### config.mk
export PLATFORM = sky130hd
export DESIGN_NAME = debug_mem_dump
export DESIGN_NICKNAME = d
export VERILOG_FILES = /design/src/rtl/debug_mem_dump.sv
export SDC_FILE = /design/constraint.sdc
export NUM_CORES = 1
export LEC_CHECK = 0
export BUFFER_PORTS_ARGS = -buffer_cell sky130_fd_sc_hd__buf_2
export CAP_MARGIN = 25
export CORE_ASPECT_RATIO = 2
export CORE_MARGIN = 2
export CORE_UTILIZATION = 40
export CTS_CLUSTER_SIZE = 40
export DETAILED_ROUTE_END_ITERATION = 10
export PLACE_DENSITY = 0.75
export SLEW_MARGIN = 25
export SYNTH_ARGS = -nofsm -noshare
export SYNTH_HDL_FRONTEND = slang
export SYNTH_SLANG_ARGS = --single-unit
### constraint.sdc
create_clock -name i_clk -period 2 [get_ports i_clk]
set_clock_uncertainty 0.1 [all_clocks]
set_input_delay 0.5 -clock i_clk [delete_from_list [all_inputs] [get_ports i_clk]]
set_output_delay 0.5 -clock i_clk [all_outputs]
set_load 0.1 [all_outputs]
### src/rtl/debug_mem_dump.sv
// ---------------------------------------------------------------------------
// debug_mem_dump
//
// Purpose:
//   Debug-unit reader for the data memory's debug port. When a dump is
//   requested while the pipeline is halted, it walks every word-aligned
//   data-memory address, latches the word the MEM stage returns
//   combinationally, and sends the word to the UART transmitter as four
//   bytes, most significant byte first, using a start/done handshake.
//
// Ports:
//   i_clk              clock
//   i_reset            synchronous, active-high reset
//   i_start            single-cycle request to dump all of data memory
//   i_halted           pipeline halted; the debug port is valid only while high
//   o_address_to_read  byte address to the MEM stage debug port (low 2 bits 00)
//   i_mem_content      word at o_address_to_read, combinational from memory
//   o_tx_data          byte to the UART transmitter
//   o_tx_start         one-cycle pulse, o_tx_data valid in the same cycle
//   i_tx_done          UART transmitter finished the current byte (pulse)
//   o_busy             high in every state except IDLE
//   o_done             one-cycle pulse after the last byte of the last word
// ---------------------------------------------------------------------------
module debug_mem_dump #(
    parameter int MEM_ADDR_WIDTH = 8,
    parameter int DATA_WIDTH     = 8
) (
    input  logic                      i_clk,
    input  logic                      i_reset,
    input  logic                      i_start,
    input  logic                      i_halted,
    output logic [MEM_ADDR_WIDTH-1:0] o_address_to_read,
    input  logic [DATA_WIDTH*4-1:0]   i_mem_content,
    output logic [7:0]                o_tx_data,
    output logic                      o_tx_start,
    input  logic                      i_tx_done,
    output logic                      o_busy,
    output logic                      o_done
);

    localparam int WORD_WIDTH = DATA_WIDTH * 4;

    // Address of the last word; the sweep ends when this word has been sent,
    // so the terminal test never relies on the address wrapping to zero.
    localparam logic [MEM_ADDR_WIDTH-1:0] LAST_ADDR = {{(MEM_ADDR_WIDTH-2){1'b1}}, 2'b00};
    localparam logic [MEM_ADDR_WIDTH-1:0] ADDR_STEP = MEM_ADDR_WIDTH'(4);

    typedef enum logic [2:0] {
        S_IDLE,
        S_SET_ADDR,
        S_LATCH,
        S_SEND,
        S_WAIT_TX,
        S_DONE
    } state_t;

    state_t                state;
    logic [WORD_WIDTH-1:0] word_latch;
    logic [1:0]            byte_idx;

    // Selects byte idx of a word; idx 3 is the most significant byte.
    function automatic logic [7:0] pick_byte(input logic [WORD_WIDTH-1:0] word,
                                             input logic [1:0]            idx);
        return word[{idx, 3'b000} +: 8];
    endfunction

    // Whole controller in one registered process. All outputs are registers,
    // so each output is loaded on the transition into the state that owns it:
    // o_tx_start/o_tx_data when entering SEND, o_done when entering DONE.
    always_ff @(posedge i_clk) begin
        if (i_reset) begin
            state             <= S_IDLE;
            o_address_to_read <= '0;
            o_tx_data         <= 8'h00;
            o_tx_start        <= 1'b0;
            o_busy            <= 1'b0;
            o_done            <= 1'b0;
            word_latch        <= '0;
            byte_idx          <= 2'd0;
        end else begin
            o_tx_start <= 1'b0;
            o_done     <= 1'b0;

            // Losing the halt invalidates the debug port, so any dump in
            // progress is abandoned. A byte already handed to the UART is
            // left to finish on its own; o_tx_data keeps its last value.
            if (state != S_IDLE && !i_halted) begin
                state             <= S_IDLE;
                o_busy            <= 1'b0;
                o_address_to_read <= '0;
            end else begin
                case (state)
                    S_IDLE: begin
                        if (i_start && i_halted) begin
                            state             <= S_SET_ADDR;
                            o_busy            <= 1'b1;
                            o_address_to_read <= '0;
                        end
                    end

                    // One full cycle for the memory read path to settle on
                    // the newly presented address.
                    S_SET_ADDR: begin
                        state <= S_LATCH;
                    end

                    // The first byte is taken straight from the memory word
                    // on the same edge that fills the latch, so it is ready
                    // together with the start pulse in SEND.
                    S_LATCH: begin
                        word_latch <= i_mem_content;
                        byte_idx   <= 2'd3;
                        o_tx_data  <= pick_byte(i_mem_content, 2'd3);
                        o_tx_start <= 1'b1;
                        state      <= S_SEND;
                    end

                    S_SEND: begin
                        state <= S_WAIT_TX;
                    end

                    // A finished byte either releases the next byte of the
                    // same word, moves to the next word, or ends the sweep.
                    S_WAIT_TX: begin
                        if (i_tx_done) begin
                            if (byte_idx != 2'd0) begin
                                byte_idx   <= byte_idx - 2'd1;
                                o_tx_data  <= pick_byte(word_latch, byte_idx - 2'd1);
                                o_tx_start <= 1'b1;
                                state      <= S_SEND;
                            end else if (o_address_to_read == LAST_ADDR) begin
                                o_done <= 1'b1;
                                state  <= S_DONE;
                            end else begin
                                o_address_to_read <= o_address_to_read + ADDR_STEP;
                                state             <= S_SET_ADDR;
                            end
                        end
                    end

                    S_DONE: begin
                        o_busy            <= 1'b0;
                        o_address_to_read <= '0;
                        state             <= S_IDLE;
                    end

                    default: begin
                        o_busy            <= 1'b0;
                        o_address_to_read <= '0;
                        state             <= S_IDLE;
                    end
                endcase
            end
        end
    end

endmodule

# Word-level counts from Yosys, hierarchy flattened
# Index checks and enable logic that the tools add are counted.
dict set report classes {
  muxes 22
  order_cmp 0
  div 0
  add_sub_neg 2
  n_bitwise 5
  n_shift 1
  n_reduce_logical 16
  n_eq_ne 10
  multipliers 0
}
# operator n
set op_table {}
lappend op_table {{two-way mux 8 bit} 6}
lappend op_table {{variable part select 32 x 6 -> 8 bit} 1}
lappend op_table {{one-hot mux 8 bit (3 select lines)} 1}
lappend op_table {{one-hot mux 8 bit (2 select lines)} 1}
lappend op_table {{one-hot mux 3 bit (5 select lines)} 1}
lappend op_table {{two-way mux 3 bit} 4}
lappend op_table {{inequality test 2 bit, second input constant} 5}
lappend op_table {{adder 8 x 3 -> 8 bit, second input constant} 1}
lappend op_table {{== test 8 bit, second input constant} 1}
lappend op_table {{== test 3 x 2 -> 1 bit, second input constant} 2}
lappend op_table {{AND reduction 2 bit} 3}
lappend op_table {{NOT 1 bit} 5}
lappend op_table {{AND reduction 5 bit} 1}
lappend op_table {{OR reduction 5 bit} 1}
lappend op_table {{two-way mux 1 bit} 4}
lappend op_table {{two-way mux 2 bit} 2}
lappend op_table {{one-hot mux 1 bit (2 select lines)} 2}
lappend op_table {{one-hot mux 2 bit (2 select lines)} 1}
lappend op_table {{AND reduction 4 bit} 1}
lappend op_table {{nonzero test 2 bit} 2}
lappend op_table {{OR reduction 4 bit} 1}
lappend op_table {{== test 3 x 1 -> 1 bit, second input constant} 1}
lappend op_table {{== test 3 bit, second input constant} 1}
lappend op_table {{zero test 3 bit} 1}
lappend op_table {{6 further kinds} 7}
dict set report word_totals {
  ram_bits 0
  romBits 0
  out_inout_bits 19
  mem_count 0
  latchBits 0
  register_bits 56
  in_bits 37
  elab_cells 64
}

# Logic depth before layout (Yosys ltp)
# Gate-level depths: netlist (run 1).
dict set report logic_depth {
  depth_word 5
  ltp_mapped 8
}

# Worst setup path after synthesis (run 1)
# OpenSTA, ideal clock, no wires.
dict set report synth_path {
  path_kind {reg-to-reg}
  from {reg o_address_to_read[2]}
  to {reg o_address_to_read[4]}
  period_less_slack_ps 2188
  slack_ps -188
  arrival_time_ps 1997
  stages_incl_launch_ff 5
  setup_time_ps 91
  path_cell_list {dfxtp_1 ha_1 a31oi_1 a21o_1 a311oi_1}
}
dict set report synth_between {
  elab_chain_cells 5
  elab_cells_between_ends 8
  classes_between {add/sub: 1; eq/ne: 2; mux: 4; reduce/logical: 1}
}
# item line_no
set synth_lines {}
lappend synth_lines {{from (decl)} 32} ;# output logic [MEM_ADDR_WIDTH-1:0] o_address_to_read,
lappend synth_lines {{from (signal assigned)} 135} ;# o_address_to_read <= o_address_to_read + ADDR_STEP;
lappend synth_lines {{adder 8 x 3 -> 8 bit} 135}
lappend synth_lines {{two-way mux 8 bit} 131} ;# end else if (o_address_to_read == LAST_ADDR) begin
lappend synth_lines {{two-way mux 8 bit} 126} ;# if (byte_idx != 2'd0) begin
lappend synth_lines {{two-way mux 8 bit} 125} ;# if (i_tx_done) begin
lappend synth_lines {{one-hot mux 8 bit (3 select lines)} 92} ;# case (state)
# Several ways; a longest one is shown, not always the timed one. The select of a mux whose other input is x is not followed.
# A chain may end at the register's enable or synchronous reset.

# Worst setup path in the final report (run 1)
dict set report layout_path {
  from {reg byte_idx[0]}
  to {reg o_tx_data[1]}
}
dict set report layout_between {
  elab_chain_cells 5
  elab_cells_between_ends 8
  classes_between {add/sub: 1; eq/ne: 1; shift: 1; mux: 3; reduce/logical: 2}
}
# item line_no
set layout_lines {}
lappend layout_lines {{from (decl)} 59} ;# logic [1:0] byte_idx;
lappend layout_lines {{from (signal assigned)} 127} ;# byte_idx <= byte_idx - 2'd1;
lappend layout_lines {{subtractor 2 x 1 -> 2 bit} 128} ;# o_tx_data <= pick_byte(word_latch, byte_idx - 2'd1);
lappend layout_lines {{variable part select 32 x 6 -> 8 bit} 64} ;# return word[{idx, 3'b000} +: 8];
lappend layout_lines {{two-way mux 8 bit} 126}
lappend layout_lines {{two-way mux 8 bit} 125}
lappend layout_lines {{one-hot mux 8 bit (2 select lines)} 92}
lappend layout_lines {{to (signal assigned)} 113} ;# o_tx_data <= pick_byte(i_mem_content, 2'd3);
lappend layout_lines {{to (signal assigned)} 128}
lappend layout_lines {{to (decl)} 34} ;# output logic [7:0] o_tx_data,
# Several ways; a longest one is shown, not always the timed one. The select of a mux whose other input is x is not followed.

==> metrics.cfg, run 1 <==
[placed_design]
io_buffers=53
post_dp_cell_area_um2=2790
dp_hpwl_mm=4.20
gp_congestion=0.780

[sta]
relSlewSlack_pct=64.4
worstMarginPinSlew_ps=531
rsz0062_at_grt=no
finalHoldViolations=0
setup_viol=0
drv_slew=0
tns_ps=0
fmax_mhz=534
period_share_pct=93.7
fin_crit_ps=1870

[final_layout]
post-route-util_pct=49.0
fin_area_um2=2940
final_nets=379
num_antenna_cells=0
mostFrequentLayoutCells=nand2_1, buf_2, dfxtp_1
synthToLayoutAreaGrowth_pct=18.2
final_common_cell=nand2_1
drive_gt1_share_pct=26.5

[floorplanning]
die_w_um=59.8
core_area_um2=6010
io_pins=56
start_util_pct=41.4
die_h_um=116
row_count=40
die_area_um2=6900

[worst_setup_path]
path_class=flop to flop
max_stage_delay_ps=430
critPathArrivalTime_ps=1960
end_kind=flop
rrSetupSlack_ps=130
regToRegEndpoint=o_tx_data[1]
start_kind=flop
worstPathCellList=inv_1 -> ha_1 -> nand4bb_4 -> a21oi_4 -> nor2_1 -> a311oi_1
cp_slowest_cell=a21oi_4
reg2reg_depth=6
cp.required_ps=2090
path_max_fanout=18
rr_startpoint=byte_idx[0]

[clock_network]
cts_resized=0
cts_hold_buf=0
cts_buffer_depth=2
root_buffer=clkbuf_16
numCtsBuffers=5
clk_pin_slew_ps=70
insertion_delay_ps=290
clock-sinks=54
cts_tree=yes
htree_levels=2
postCtsSetupBuffers=0

[synth]
synth_top_family_by_area=simple AND/OR/NAND/NOR gates
ys_seq_area_share_pct=43.5
syn_inst=292
synth_ff_type=dfxtp_1
ys_warn_count=0
async_flop_share_pct=0
synth-xor-area-share_pct=0
syn_area_um2=2490
syn-mean-instance-area_um2=8.52
synth_compound_area_share_pct=17.6
synthSimpleGateAreaFrac_pct=23.1
ys_ff_latch=54
synthMuxAreaShare_pct=7.24
ys_types=40
synth_edf_count=0
yosys.area_share.adder_pct=1.91

[grt]
grt-ovfl-total=0
grt_usage_pct=17.1
grt_pass1_vias=2122
grt_max_degree=44
grt_pass1_wl_mm=9.15
antenna_found_initial=0

[pwr]
pwr-share-clk_pct=37.9
pwr-share-seq_pct=48.2
switchingPower_uw=637
peakVddDrop_v=0.000490
combPwrFrac_pct=13.9
power_uw=2350
swShare_pct=27.1
p_per_area_nw_per_um2=801
power_leakage_uw=0.00110
p_int_uw=1720

[worst_hold_path]
min_path_type=input pin to flop
min_from=i_mem_content[3]
holdPathEnd=word_latch[3]
holdPathStages=3

[detailed_routing]
route.detailed.drc=0
viasPerCell=5.51
drt_pre_antenna_iters=4
first_iter_violations=104
via_count=2219
routedWlPerCell_um=14.1
ant_nets=0
wl_mm=5.67

[outcome]
outcome=finished clean

[job]
drv_cap=0

-- flip-flops by register name, summed over array words and instances, names as in the netlist --
signal and cells:
o_done 1, o_address_to_read 6, word_latch 32, o_tx_start 1, byte_idx 2, o_tx_data 8, state 3, o_busy 1
-- cell type report --
cell class | count | area, um^2
flip-flops and latches | 54 | 1090
clock buffers | 6 | 139
clock inverters | 2 | 16.3
fillers | 588 | 3070
multi-input cells | 209 | 1250
well taps | 63 | 78.8
inverters | 7 | 26.3
repair buffers | 62 | 345
-- stage by stage --
step	cells	hold WS [ps]	worst slack, ps
finish	403	344	127
global placement	395	340	240
global route	403	353	6.51
detailed placement	395	346	129
floorplan	293	333	11.9
CTS	403	341	126
-- layer usage --
layer  track usage, %  vias up  part of all wire, %
met3             3.24       12                  3.1
li1                 -     1106                    -
met1             17.4     1043                   37
met2             31.4       58                   57
met5                0        -                    0
met4             9.04        0                  2.8
-- worst max-delay path: cells and delay by family, from the launching register on --
family / cells / cell delay, ps
fa+ha+maj: 1 / 210
compound gates: 2 / 710
simple gates: 2 / 340
buf+inv: 1 / 70
flops: 1 / 340
-- power groups by stage --
stage	Sequential, uW	Combinational, uW	Clock [uW]
after global placement	1160	322	0
after CTS	1130	329	906
after detailed placement	1160	328	0
after floorplan	1220	185	0
after global routing	1140	353	957
final	1130	327	893
-- kinds of logic (layout without fill, tap and decap cells) --
logic type | count (synthesis) | in the layout
multiplexers | 8 | 8
adder cells (fa/ha/maj) | 4 | 4
other | 1 | 2
buffers and inverters | 30 | 77
AO/OA/AOI/OAI | 70 | 70
AND/OR/NAND/NOR | 125 | 125
flip-flops | 54 | 54
-- worst max path at each step --
stage                         startpoint                    to  slack (ps)  depth (start not counted)
global route                 byte_idx[0]          o_tx_data[0]           7                          6
detailed placement           byte_idx[0]          o_tx_data[3]         130                          6
global placement             byte_idx[0]          o_tx_data[5]         240                          6
finish                       byte_idx[0]          o_tx_data[1]         130                          6
floorplan           o_address_to_read[7]  o_address_to_read[4]          10                          3
CTS                          byte_idx[0]          o_tx_data[3]         130                          6
-- Yosys cell counts, types with 6 or more instances --
cell type / n / area, um^2
clkbuf_1: 8 / 30.0
nand2_1: 86 / 323
buf_4: 8 / 60.1
a31oi_1: 6 / 37.5
dfxtp_1: 54 / 1080
a21oi_1: 42 / 210
mux4_2: 8 / 180
inv_1: 7 / 26.3
nor2_1: 13 / 48.8
a311oi_1: 9 / 78.8
Power figures use the tool's default switching activity.
==> run 2: changes to the inputs <==
==> constraint.sdc (replaced) <==
create_clock -name i_clk -period 2 [get_ports i_clk]
set_clock_uncertainty 0.1 [all_clocks]
set_input_delay 0.5 -clock i_clk [delete_from_list [all_inputs] [get_ports i_clk]]
set_output_delay 0.5 -clock i_clk [all_outputs]
set_load 0.01 [all_outputs]
==> run 2 against run 1 <==
  * Routed wire length is 4.9% lower
  * Via count is 2.2% lower
  * Die area unchanged
  * Cell count unchanged
  * Largest power group unchanged
  * Non-clock buffer count is the same
  * Highest routed layer unchanged
==> metrics.cfg, run 2 (synthesis gave the netlist of run 1 again) <==
[sta]
setup_viol=0  ; unchanged
worstMarginPinSlew_ps=591  ; +59.4 ps
rsz0062_at_grt=no
fmax_mhz=546  ; +2.3%
finalHoldViolations=0  ; unchanged
relSlewSlack_pct=60.4  ; -4.0 points
drv_slew=0  ; unchanged
period_share_pct=91.5  ; -2.1 points
tns_ps=0  ; unchanged
fin_crit_ps=1830  ; -42.4 ps

[worst_hold_path]
holdPathStages=3  ; unchanged
holdPathEnd=word_latch[3]
min_path_type=input pin to flop
min_from=i_mem_content[3]

[final_layout]
n_fill_cell=574  ; -2.4%
largestRegisters=word_latch (32), o_tx_data (8), o_address_to_read (6)
final_nets=379  ; unchanged
num_antenna_cells=0  ; unchanged
multi_input_area_um2=1250  ; unchanged
seq_area_um2=1080  ; -0.57%
drive_gt1_share_pct=24.7  ; -1.8 points
largest_register=word_latch
synthToLayoutAreaGrowth_pct=18.4
largest_reg_flops=32  ; unchanged
mostFrequentLayoutCells=nand2_1, dfxtp_1, buf_2
final_common_cell=nand2_1

[grt]
grt_pass1_vias=2007  ; -5.4%
grt_max_degree=44  ; unchanged
grt-ovfl-total=0  ; unchanged
grt_usage_pct=16.5  ; -0.61 points
grt_pass1_wl_mm=8.81  ; -3.7%
antenna_found_initial=0  ; unchanged

[worst_setup_path]
cp.required_ps=2090  ; about the same
rr_startpoint=byte_idx[0]
rrSetupSlack_ps=170  ; +40 ps
path_max_fanout=18  ; unchanged
path_class=flop to flop
reg2reg_depth=6  ; unchanged
start_kind=flop
critPathArrivalTime_ps=1920  ; -40 ps
end_kind=flop
regToRegEndpoint=o_tx_data[6]
startpoint=byte_idx[0]

[detailed_routing]
ant_nets=0  ; unchanged
drt_pre_antenna_iters=5  ; +1
route.detailed.drc=0  ; unchanged
wl_mm=5.39  ; -4.9%
viasPerCell=5.39  ; -2.2%
first_iter_violations=65  ; -38%
routedWlPerCell_um=13.4  ; -4.9%
via_count=2171  ; -2.2%

[pwr]
power_leakage_uw=0.00110  ; about the same
power_uw=2340  ; -0.79%
p_per_area_nw_per_um2=793  ; -0.96%
peakVddDrop_v=0.000427  ; -13%

[clock_network]
numCtsBuffers=5  ; unchanged
cts_hold_buf=0  ; unchanged
cts_buffer_depth=2  ; unchanged
insertion_delay_ps=290  ; about the same
cts_tree=yes
clock-sinks=54  ; unchanged
root_buffer=clkbuf_16
cts_resized=0  ; unchanged
htree_levels=2  ; unchanged
postCtsSetupBuffers=0  ; unchanged
clk_pin_slew_ps=70  ; about the same

[floorplanning]
die_w_um=59.8  ; unchanged
row_count=40  ; unchanged
start_util_pct=41.4  ; unchanged
io_pins=56  ; unchanged
die_h_um=116  ; unchanged
die_area_um2=6900  ; unchanged
core_area_um2=6010  ; unchanged

[job]
drv_cap=0  ; unchanged

[outcome]
outcome=finished clean

[placed_design]
io_buffers=53  ; unchanged
dp_hpwl_mm=4.03  ; -4.1%
gp_congestion=0.803  ; +3.0%

run 2: cell count changes in the layout (fill, tap and decap cells not counted):
| cell | delta |
|---|---|
| inv_6 | -1 |
| dfxtp_2 | -5 |
| clkbuf_1 | +1 |
| clkbuf_8 | -1 |
| bufinv_16 | +1 |
| dfxtp_1 | +5 |
run 2: cell type report:
cell class              instances  area share (%)
clock inverters                 2            1.27
flip-flops and latches         54            36.7
inverters                       7           0.892
well taps                      63            2.68
multi-input cells             209            42.4
repair buffers                 62            11.7
clock buffers                   6            4.38
run 2: worst max-delay path, cell delays in order, from the launching register on:
cell       delay (ps)
dfxtp_1           330
inv_1              70
ha_1              200
nand4bb_4         250
a21oi_4           420
nor2_1            100
a311oi_1          270
run 2: where the power goes:
group | switching, uW | leakage (uW) | internal (uW)
sequential | 26.1 | 0.000436 | 1110
clock | 370 | 0.0000771 | 591
combinational | 134 | 0.000588 | 107
total | 530 | 0.00110 | 1810
run 2: worst max-delay path by stage:
stage | end | cells past startpoint
final | o_tx_data[6] | 6
after global placement | o_tx_data[5] | 6
after CTS | o_tx_data[6] | 6
after global routing | o_tx_data[6] | 6
after floorplan | o_tx_data[1] | 7
after detailed placement | o_tx_data[6] | 6
run 2: per-layer routing:
layer | vias up | global-route usage (%) | wire length, um
li1 | 1102 | - | -
met1 | 991 | 18.0 | 2040
met2 | 64 | 29.4 | 2930
met3 | 14 | 2.79 | 216
met4 | 0 | 8.44 | 211
met5 | - | 0 | 0
run 2: stage by stage:
step	hold slack (ps)	worst slack (ps)	util, %	cells	instance area [um^2]
finish	345	169	49.0	403	2950
global route	347	36.3	49.0	403	2950
CTS	345	153	49.0	403	2950
detailed placement	345	218	46.3	395	2780
global placement	339	238	46.3	395	2780
floorplan	333	43.8	-	293	2490
